## src/rtl/pwm_multi_ch.sv

```systemverilog
// Multi-channel PWM generator: one shared up or up/down period counter, per-channel
// duty compare, and a shadowed configuration port that only takes effect at period boundaries.
module pwm_multi_ch #(
  parameter int CHANNELS = 4,
  parameter int CNT_W    = 8
) (
  input  logic                      clk,
  input  logic                      reset,
  input  logic                      enable,
  input  logic                      cfg_valid,
  output logic                      cfg_ready,
  input  logic [CNT_W-1:0]          cfg_tc,
  input  logic                      cfg_center,
  input  logic [CHANNELS*CNT_W-1:0] cfg_duty,
  output logic [CHANNELS-1:0]       pwm_out,
  output logic                      period_start
);

  localparam logic [CNT_W-1:0] ONE = CNT_W'(1);

  // Period counter and direction (down_q=1 only on the falling half in center mode)
  logic [CNT_W-1:0]          cnt_q, cnt_d;
  logic                      down_q, down_d;

  // Active configuration, used by the counter and compare
  logic [CNT_W-1:0]          tc_a_q, tc_a_d;
  logic                      center_a_q, center_a_d;
  logic [CHANNELS*CNT_W-1:0] duty_a_q, duty_a_d;

  // Shadow configuration, filled by the write port
  logic [CNT_W-1:0]          tc_s_q, tc_s_d;
  logic                      center_s_q, center_s_d;
  logic [CHANNELS*CNT_W-1:0] duty_s_q, duty_s_d;
  logic                      pending_q, pending_d;

  // Registered outputs
  logic [CHANNELS-1:0]       pwm_q, pwm_d;
  logic                      ps_q, ps_d;

  logic                      accept;
  logic                      at_top;
  logic                      boundary;

  assign cfg_ready    = !pending_q;
  assign accept       = cfg_valid && !pending_q;
  assign pwm_out      = pwm_q;
  assign period_start = ps_q;

  // Last count of the current period; an idle cycle always counts as one so
  // pending configuration lands while the outputs are parked.
  always_comb begin
    at_top = (cnt_q == tc_a_q);
    if (!enable) begin
      boundary = 1'b1;
    end else if (center_a_q) begin
      boundary = (tc_a_q == '0)
              || (down_q && (cnt_q == ONE))
              || (!down_q && at_top && (tc_a_q == ONE));
    end else begin
      boundary = at_top;
    end
  end

  always_comb begin
    cnt_d  = cnt_q;
    down_d = down_q;
    if (boundary) begin
      cnt_d  = '0;
      down_d = 1'b0;
    end else if (!center_a_q) begin
      cnt_d = cnt_q + ONE;
    end else if (down_q) begin
      cnt_d = cnt_q - ONE;
    end else if (at_top) begin
      cnt_d  = cnt_q - ONE;
      down_d = 1'b1;
    end else begin
      cnt_d = cnt_q + ONE;
    end
  end

  // A write can never coincide with a shadow-to-active transfer: accept
  // requires an empty shadow, so fresh data always waits for the next boundary.
  always_comb begin
    tc_a_d     = tc_a_q;
    center_a_d = center_a_q;
    duty_a_d   = duty_a_q;
    tc_s_d     = tc_s_q;
    center_s_d = center_s_q;
    duty_s_d   = duty_s_q;
    pending_d  = pending_q;
    if (boundary && pending_q) begin
      tc_a_d     = tc_s_q;
      center_a_d = center_s_q;
      duty_a_d   = duty_s_q;
      pending_d  = 1'b0;
    end
    if (accept) begin
      tc_s_d     = cfg_tc;
      center_s_d = cfg_center;
      duty_s_d   = cfg_duty;
      pending_d  = 1'b1;
    end
  end

  // Compare stage: outputs lag the counter by one clock
  always_comb begin
    pwm_d = '0;
    for (int i = 0; i < CHANNELS; i++) begin
      pwm_d[i] = enable && (cnt_q < duty_a_q[i*CNT_W +: CNT_W]);
    end
    ps_d = enable && (cnt_q == '0) && !down_q;
  end

  always_ff @(posedge clk) begin
    if (reset) begin
      cnt_q      <= '0;
      down_q     <= 1'b0;
      tc_a_q     <= '0;
      center_a_q <= 1'b0;
      duty_a_q   <= '0;
      tc_s_q     <= '0;
      center_s_q <= 1'b0;
      duty_s_q   <= '0;
      pending_q  <= 1'b0;
      pwm_q      <= '0;
      ps_q       <= 1'b0;
    end else begin
      cnt_q      <= cnt_d;
      down_q     <= down_d;
      tc_a_q     <= tc_a_d;
      center_a_q <= center_a_d;
      duty_a_q   <= duty_a_d;
      tc_s_q     <= tc_s_d;
      center_s_q <= center_s_d;
      duty_s_q   <= duty_s_d;
      pending_q  <= pending_d;
      pwm_q      <= pwm_d;
      ps_q       <= ps_d;
    end
  end

endmodule

```

## config.mk

```make
export PLATFORM = sky130hd
export DESIGN_NAME = pwm_multi_ch
export DESIGN_NICKNAME = d
export VERILOG_FILES = /design/src/rtl/pwm_multi_ch.sv
export SDC_FILE = /design/constraint.sdc
export NUM_CORES = 1
export LEC_CHECK = 0
export CELL_PAD_IN_SITES_DETAIL_PLACEMENT = 2
export CELL_PAD_IN_SITES_GLOBAL_PLACEMENT = 2
export CORE_ASPECT_RATIO = 1.2
export CORE_MARGIN = 1.5
export CORE_UTILIZATION = 35
export CTS_BUF_LIST = sky130_fd_sc_hd__clkbuf_16
export CTS_CLUSTER_SIZE = 16
export DETAILED_ROUTE_END_ITERATION = 6
export PLACE_DENSITY_LB_ADDON = 0.1
export SLEW_MARGIN = 20
export SYNTH_ARGS = -nofsm -noshare
export SYNTH_HDL_FRONTEND = slang
export SYNTH_SLANG_ARGS = --single-unit
```

## constraint.sdc

```tcl
create_clock -name clk -period 4.1 [get_ports clk]
set_input_delay 0.615 -clock clk [delete_from_list [all_inputs] [get_ports clk]]
set_output_delay 0.615 -clock clk [all_outputs]
set_load 0.05 [all_outputs]
```

==> impl_metrics.ini, run 1 <==
[drt]
ant_nets = 0
drt_iter0_markers = 54
vias = 3624
drc = 0
drtPass1Iterations = 4
routed_via_density = 5.08
avgRoutedWirePerCell_um = 15.8
wl_mm = 11.2

[cts]
cts_resized = 0
cts_setup_buffers = 0
numClockSinks = 97
cts_max_path_buffers = 2
clock-root-buffer = clkbuf_16
cts_tree = yes
clock_latency_ns = 0.34
path_clk_slew_ns = 0.07
h-tree-depth = 3
cts_buffers = 9
hold_buffers = 0

[power_and_ir_drop]
power.density_nw_per_um2 = 388
irDropWorstVdd_v = 0.000169
total_power_mw = 2.07
p_leak_nw = 2.22

[min_path]
hold_path_class = reg2reg

[floorplan]
ios = 51
dieArea_um2 = 13400
rows = 45
start_util_pct = 35.6
core-area_um2 = 12600
fp.dieH_um = 127
die_x_um = 106

[sta]
hold_viol_final = 0
relSlewSlack_pct = 34.6
drv_slew = 0
rsz0062_at_grt = false
setup-violations-final = 0
fin_crit_ns = 2.52
clock_skew_ns = 0.00944
setup_tns_ns = 0
fmax_ghz = 0.397
worst_pin_slew_ns = 0.980
fin_crit_sh_pct = 61.5
hold_ws_ns = 0.457

[global_route]
grt_max_degree = 84
antenna_found_initial = 0
grt_pass1_wl_mm = 19.4
grt_pass1_vias = 3967
grt_usage_pct = 18.3
grt_overflow_total = 0

[layout]
drive_gt1_share_pct = 4.37
nFillCells = 1383
area_growth_pct = 19.5
fin_area_um2 = 5330
n_antenna_cell = 0
nNetsFinal = 622

[synthesis]
async_reset_ff_share_pct = 0
synth-seq-cells = 97
netlist_instances = 511
yosysTopAreaCell = dfxtp_1
synth_warnings = 0
yosysTopAreaCellShare_pct = 43.5
netlist-cell-type-count = 38
synth_edf_count = 0
synthTopCellsByCount = dfxtp_1 (97), nand2_1 (89), nor2_1 (49)
synth.most_common_cell = dfxtp_1
syn_nets = 588
synthTopCellsByArea = dfxtp_1 (43%), mux2i_1 (10%), ha_1 (9.0%), nand2_1 (7.5%), a21oi_1 (5.0%)
seq_area_frac_synth_pct = 43.5
syn_area_per_cell_um2 = 8.74
syn_area_um2 = 4460
synthFlopType = dfxtp_1

[place]
portBuffers = 50
dpl-instance-area_um2 = 5050
gp_congestion = 0.759
hpwl_mm = 7.64

[worst_setup_path]
arrival_ns = 2.70
path_class = reg2reg
worstPathRequired_ns = 4.28
setup.worst_path.start_class = flip-flop
critical_path.max_fanout = 41
cp-end-kind = flip-flop

[job]
cap_violations = 0

[status]
status = complete, no violations
## state kept, by name, indices dropped and copies added (netlist names)
name	count
center_s_q	1
center_a_q	1
tc_a_q	8
tc_s_q	8
duty_s_q	32
pending_q	1
duty_a_q	32
period_start	1
cnt_q	8
pwm_out	4
down_q	1
## placed cells by master (no fill, tap or decap), types with 2 or more instances in the layout
| master | instances |
|---|---|
| o21ai_0 | 10 |
| clkdlybuf4s50_1 | 49 |
| nor3_1 | 7 |
| nand4_1 | 2 |
| nand3_1 | 3 |
| and3_1 | 4 |
| buf_4 | 3 |
| inv_1 | 35 |
| nor2_1 | 49 |
| mux2i_1 | 45 |
| a21oi_1 | 45 |
| nand2b_1 | 5 |
| and4_1 | 3 |
| nand3b_1 | 2 |
| or3_1 | 2 |
| a21o_1 | 8 |
| clkinv_2 | 2 |
| a31oi_1 | 2 |
| xnor2_1 | 9 |
| ha_1 | 32 |
| or4_1 | 5 |
| dfxtp_1 | 97 |
| o311ai_0 | 4 |
| clkbuf_16 | 9 |
| nand2_1 | 88 |
| nor4_1 | 6 |
| a21boi_0 | 3 |
| nor3b_1 | 2 |
| a211oi_1 | 4 |
## critical path, cell delays in order, from the launching register on
cell	delay, ns
dfxtp_1	0.71
xnor2_1	0.13
nand4_1	0.23
a211oi_4	0.10
o31ai_4	0.23
buf_4	0.62
mux2i_1	0.26
nor2_1	0.07
## power breakdown
group	switching, mW	internal, mW
combinational	0.131	0.108
sequential	0.0250	0.980
clock	0.357	0.468
total	0.513	1.56
## cell type report
class | instances | area, um^2 | area share [%]
multi-input cells | 350 | 2260 | 42.3
inverters | 34 | 128 | 2.39
clock buffers | 9 | 225 | 4.22
well taps | 164 | 205 | 3.85
repair buffers | 53 | 518 | 9.71
clock inverters | 6 | 60.1 | 1.13
flip-flops and latches | 97 | 1940 | 36.4
## metal layers
layer	track usage [%]	wire, um	vias to the layer above
met5	0	0	-
met4	5.48	111	0
met3	2.83	220	7
met2	34.7	6090	32
met1	20.7	4830	1798
li1	-	-	1787
## per-stage QoR
stage                     cells  util, %  worst slack, ns
final                       713     42.5             1.58
after detailed placement    698     40.2             1.51
after global placement      698     40.2             1.60
after floorplan             511        -             2.13
after global routing        713     42.5             1.35
after CTS                   713     42.5             1.50
## kinds of logic (layout without fill, tap and decap cells)
kind of cell	Yosys count	after routing	share of synthesized area, %
xor+xnor	9	9	1.77
flops	97	97	43.5
simple gates	184	184	18.4
compound gates	80	80	11.1
fa+ha+maj	32	32	8.97
mux	45	45	10.1
buf+inv	64	102	6.19
## path summary, 6_finish.rpt
| path | depth (start not counted) | startpoint | slack, ns | end |
|---|---|---|---|---|
| worst max-delay path | 7 | cnt_q[3]$_SDFF_PP0_ | 1.58 | duty_a_q[17]$_SDFFE_PP0P_ |
| worst min-delay path | 2 | duty_s_q[25]$_SDFFE_PP0P_ | 0.46 | duty_s_q[25]$_SDFFE_PP0P_ |
| worst max register to register | 7 | cnt_q[3]$_SDFF_PP0_ | 1.58 | duty_a_q[17]$_SDFFE_PP0P_ |
| worst min register to register | 2 | duty_s_q[25]$_SDFFE_PP0P_ | 0.46 | duty_s_q[25]$_SDFFE_PP0P_ |
Note: power is estimated with default switching activity, not from simulation.
==> inputs of run 2 (changes only) <==
--- a/config.mk
+++ b/config.mk
@@ -9,7 +9,7 @@
 export CELL_PAD_IN_SITES_GLOBAL_PLACEMENT = 2
 export CORE_ASPECT_RATIO = 1.2
 export CORE_MARGIN = 1.5
-export CORE_UTILIZATION = 35
+export CORE_UTILIZATION = 31
 export CTS_BUF_LIST = sky130_fd_sc_hd__clkbuf_16
 export CTS_CLUSTER_SIZE = 16
 export DETAILED_ROUTE_END_ITERATION = 6
==> constraint.sdc (replaced) <==
create_clock -name clk -period 2 [get_ports clk]
set_input_delay 0.3 -clock clk [delete_from_list [all_inputs] [get_ports clk]]
set_output_delay 0.3 -clock clk [all_outputs]
set_load 0.05 [all_outputs]
==> run 2 against run 1 <==
Effect of this change: the run now ends with DRC, setup timing left; cell count rose by 5.5%; first-iteration DRC count rose by 78%; via count rose by 3.5%; die area rose by 13%; sequential share of layout area fell by 2.6 points; largest cell class unchanged; highest routed layer unchanged.
==> impl_metrics.ini, run 2 (same netlist as run 1, synthesis figures left out) <==
[cts]
cts_buffers = 9
clock-root-buffer = clkbuf_16
hold_buffers = 0
cts_tree = yes
clock_latency_ns = 0.36
numClockSinks = 97
h-tree-depth = 3
path_clk_slew_ns = 0.07
cts_max_path_buffers = 2

[drt]
vias = 3750
avgRoutedWirePerCell_um = 17.5
drc = 1
drt_iter0_markers = 96
routed_via_density = 4.99
ant_nets = 0
wl_mm = 13.2
drtPass1Iterations = 6

[floorplan]
fp.dieH_um = 134
dieArea_um2 = 15100
core-area_um2 = 13900
rows = 47
start_util_pct = 32.0
die_x_um = 113
ios = 51

[layout]
fin_cells = 752
n_antenna_cell = 0
final_common_cell = dfxtp_1
nNetsFinal = 654
layout_common_cells = dfxtp_1 (91), nand2_1 (88), nor2_1 (49)
drive_gt1_share_pct = 12.6
fin_area_um2 = 5770
nFillCells = 1561
area_growth_pct = 29.3
top_regs = duty_a_q (32), duty_s_q (32)
final_core_utilization_pct = 41.4

[worst_setup_path]
cpMostUsedCell = buf_6
critical_path.max_fanout = 7
worstPathRequired_ns = 2.21
cp-end-kind = flip-flop
arrival_ns = 2.24
crit_family = compound AO/OA/AOI/OAI gates
path_class = reg2reg
cp_slowest_stage_delay_ns = 0.36
cp.buffers_inverters = 3
setup.worst_path.start_class = flip-flop
path_cells = buf_6 > xnor2_2 > nand4_1 > a211oi_4 > o31ai_4 > buf_6 > clkbuf_16 > mux2i_1 > nor2_1
critPathSlowestCell = dfxtp_4

[global_route]
grt_max_degree = 84
grt_usage_pct = 17.1
grt_pass1_vias = 4071
antenna_found_initial = 0
grt_overflow_total = 0
grt_pass1_wl_mm = 20.1

[status]
violations = DRC, setup timing
status = finished, violations left

[sta]
setup_tns_ns = -0.0785
relSlewSlack_pct = 38.2
worst_pin_slew_ns = 0.927
fin_crit_sh_pct = 101
fin_crit_ns = 2.03
clock_skew_ns = 0.0115
drv_slew = 0
fmax_ghz = 0.493
hold_ws_ns = 0.458
hold_viol_final = 0
setup-violations-final = 6
rsz0062_at_grt = true
finalWorstSetupSlack_ns = -0.0291

[place]
portBuffers = 50
post-place-ws_ns = -0.0457
place_inst = 726
dpl-instance-area_um2 = 5240
hpwl_mm = 8.71
gp_congestion = 0.751

[min_path]
hold_path_class = reg2reg

[power_and_ir_drop]
total_power_mw = 4.40
power.density_nw_per_um2 = 762
irDropWorstVdd_v = 0.000348
p_leak_nw = 2.43

[job]
cap_violations = 0
[run 2: path summary, 6_finish.rpt]
| check | start | endpoint | slack (ns) | cells after the start |
|---|---|---|---|---|
| worst max-delay path | cnt_q[1]$_SDFF_PP0_ | tc_a_q[7]$_SDFFE_PP0P_ | -0.03 | 9 |
| worst max register to register | cnt_q[1]$_SDFF_PP0_ | tc_a_q[7]$_SDFFE_PP0P_ | -0.03 | 9 |
| worst min register to register | duty_s_q[24]$_SDFFE_PP0P_ | duty_s_q[24]$_SDFFE_PP0P_ | 0.46 | 2 |
| worst min-delay path | duty_s_q[24]$_SDFFE_PP0P_ | duty_s_q[24]$_SDFFE_PP0P_ | 0.46 | 2 |
[run 2: layer usage]
metal	global-route usage, %	wire length, um	up-vias	part of all wire (%)
li1	-	-	1842	-
met1	19.6	5590	1843	42
met2	31.6	6900	44	52
met3	3.10	347	21	2.6
met4	6.68	351	0	2.7
met5	0	0	-	0
[run 2: worst min-delay path: cells and delay by family (launching register included)]
kind / cells / cell delay, ns
and+or+nand+nor: 1 / 0.05
DFF: 1 / 0.31
AOI/OAI and AO/OA: 1 / 0.05
[run 2: final cells by class]
cell class	count	area, um^2	area share (%)
multi-input combinational	350	2320	40.1
sequential	97	1950	33.8
timing repair buffer	85	878	15.2
clock buffer	9	225	3.90
tap	171	214	3.71
inverter	34	128	2.21
clock inverter	6	60.1	1.04
[run 2: what timing repair did]
| item | in CTS | in global routing |
|---|---|---|
| pin swaps | 0 | 5 |
| endpoints found under the setup margin | 20 | 48 |
| cloned | 0 | 4 |
| buffers inserted | 1 | 6 |
| hold endpoints to repair | 0 | 0 |
| gates resized for setup | 4 | 27 |
[run 2: power breakdown]
part / switching [mW] / internal, mW
clock network: 0.764 / 0.959
registers: 0.0500 / 2.01
logic: 0.313 / 0.303
total: 1.13 / 3.27
==> inputs of run 3 (changes only) <==
--- a/config.mk
+++ b/config.mk
@@ -9,10 +9,11 @@
 export CELL_PAD_IN_SITES_GLOBAL_PLACEMENT = 2
 export CORE_ASPECT_RATIO = 1.2
 export CORE_MARGIN = 1.5
-export CORE_UTILIZATION = 31
+export CORE_UTILIZATION = 35
 export CTS_BUF_LIST = sky130_fd_sc_hd__clkbuf_16
 export CTS_CLUSTER_SIZE = 16
 export DETAILED_ROUTE_END_ITERATION = 6
+export DONT_BUFFER_PORTS = 1
 export PLACE_DENSITY_LB_ADDON = 0.1
 export SLEW_MARGIN = 20
 export SYNTH_ARGS = -nofsm -noshare
==> run 3 against run 2 <==
Effect of this change: the flow now finishes without violations; cell count shrank 8.0%; first-iteration DRC count decreased by 23%; clock power hardly changed; flip-flop and latch count stayed put; combinational power shrank 28%; count of clock-buffer cells in the layout is the same; wire length is 8.6% lower; total power is 4.1% lower; setup slack improved by 0.11 ns; critical path type unchanged; critical endpoint is now duty_a_q[28]$_SDFFE_PP0P_; largest power group unchanged.
==> impl_metrics.ini, run 3 (same netlist as run 1, synthesis figures left out) <==
[layout]
n_antenna_cell = 0
layout_common_cells = dfxtp_1 (92), nand2_1 (88), nor2_1 (49)
area_growth_pct = 16.2
multiInputGateArea_um2 = 2290
seqCellArea_um2 = 1950
drive_gt1_share_pct = 11.9
fin_area_um2 = 5190
final_common_cell = dfxtp_1
nFillCells = 1400
top_regs = duty_a_q (32), duty_s_q (32)
nNetsFinal = 600

[worst_setup_path]
worstPathRequired_ns = 2.24
cp-end-kind = flip-flop
critPathSlowestCell = dfxtp_2
critical_path.max_fanout = 6
cp_slowest_stage_delay_ns = 0.34
arrival_ns = 2.16
path_class = reg2reg
r2r_setup_slack_ns = 0.08
path_cells = inv_2 > ha_1 > and3_1 > nand3_2 > nand2_2 > o31ai_4 > buf_6 > buf_12 > mux2i_2 > nor2_1
setup.worst_path.start_class = flip-flop

[job]
cap_violations = 0

[cts]
numClockSinks = 97
cts_tree = yes
hold_buffers = 0
path_clk_slew_ns = 0.07
clock_latency_ns = 0.35
cts_max_path_buffers = 2
cts_buffers = 9
h-tree-depth = 3
clock-root-buffer = clkbuf_16

[drt]
wl_mm = 12.1
drc = 0
routed_via_density = 5.12
vias = 3543
drtPass1Iterations = 4
ant_nets = 0
avgRoutedWirePerCell_um = 17.4
drt_iter0_markers = 74

[status]
status = complete, no violations

[place]
portBuffers = 0
hpwl_mm = 8.05
post-place-ws_ns = 0.000279
gp_congestion = 0.726
dpl-instance-area_um2 = 4730

[sta]
drv_slew = 0
hold_ws_ns = 0.0269
fin_crit_ns = 1.92
worst_pin_slew_ns = 0.503
finalWorstSetupSlack_ns = 0.0810
relSlewSlack_pct = 66.0
clock_skew_ns = 0.00932
fin_crit_sh_pct = 95.9
fmax_ghz = 0.521
setup-violations-final = 0
hold_viol_final = 0

[floorplan]
start_util_pct = 35.6
dieArea_um2 = 13400
die_x_um = 106
rows = 45
fp.dieH_um = 127
core-area_um2 = 12600
ios = 51

[global_route]
grt_overflow_total = 0
grt_max_degree = 85
grt_pass1_wl_mm = 19.6
antenna_found_initial = 0
grt_usage_pct = 18.8
grt_pass1_vias = 3958

[power_and_ir_drop]
p_leak_nw = 2.22
irDropWorstVdd_v = 0.000445
power.density_nw_per_um2 = 813

[min_path]
hold_path_class = in2reg
## run 3: cell count changes in the layout (fill, tap and decap cells not counted), sizes merged
cell / change
clkdlybuf4s50: -48
dlymetal6s2s: -1
buf: -5
clkinv: +1
## run 3: final timing paths
path,endpoint,start,depth (start not counted)
worst max-delay path,duty_a_q[28]$_SDFFE_PP0P_,cnt_q[1]$_SDFF_PP0_,10
worst min-delay path,tc_a_q[3]$_SDFFE_PP0P_,reset,1
worst max register to register,duty_a_q[28]$_SDFFE_PP0P_,cnt_q[1]$_SDFF_PP0_,10
worst min register to register,duty_s_q[10]$_SDFFE_PP0P_,duty_s_q[10]$_SDFFE_PP0P_,2
## run 3: critical path, delay by kind of cell, from the launching register on
kind | cells | cell delay (ns)
DFF | 1 | 0.34
adders and majority gates | 1 | 0.16
buffers and inverters | 3 | 0.39
AOI/OAI and AO/OA | 1 | 0.30
and+or+nand+nor | 4 | 0.40
muxes | 1 | 0.21
## run 3: cell type report
| type | count | area share [%] |
|---|---|---|
| flip-flops and latches | 97 | 37.6 |
| multi-input cells | 350 | 44.2 |
| clock buffers | 9 | 4.34 |
| clock inverters | 7 | 1.23 |
| well taps | 164 | 3.96 |
| repair buffers | 31 | 6.20 |
| inverters | 34 | 2.46 |
## run 3: metrics by stage
| stage | cells | TNS (ns) | power (mW) | util, % |
|---|---|---|---|---|
| detailed placement | 668 | 0 | 2.52 | 37.6 |
| global route | 692 | -0.222 | 4.41 | 41.3 |
| CTS | 684 | 0 | 4.24 | 40.0 |
| global placement | 668 | 0 | 2.49 | 37.6 |
| floorplan | 511 | 0 | 2.42 | - |
| finish | 692 | 0 | 4.22 | 41.3 |
## run 3: metal layers
| metal | up-vias | GRT usage (%) | routed length [um] |
|---|---|---|---|
| met1 | 1743 | 21.6 | 5390 |
| met2 | 46 | 34.5 | 6090 |
| met5 | - | 0 | 0 |
| met4 | 0 | 8.27 | 297 |
| met3 | 20 | 2.52 | 278 |
| li1 | 1734 | - | - |
## run 3: timing repair
| action | in CTS | in global routing |
|---|---|---|
| resized for setup | 1 | 15 |
| pin swaps | 0 | 6 |
| setup endpoints to repair | 3 | 48 |
| buffers inserted | 0 | 4 |
| gates cloned | 0 | 4 |
## run 3: where the power goes
part | internal, mW | switching [mW]
registers | 2.01 | 0.0688
clock network | 0.958 | 0.738
logic | 0.204 | 0.239
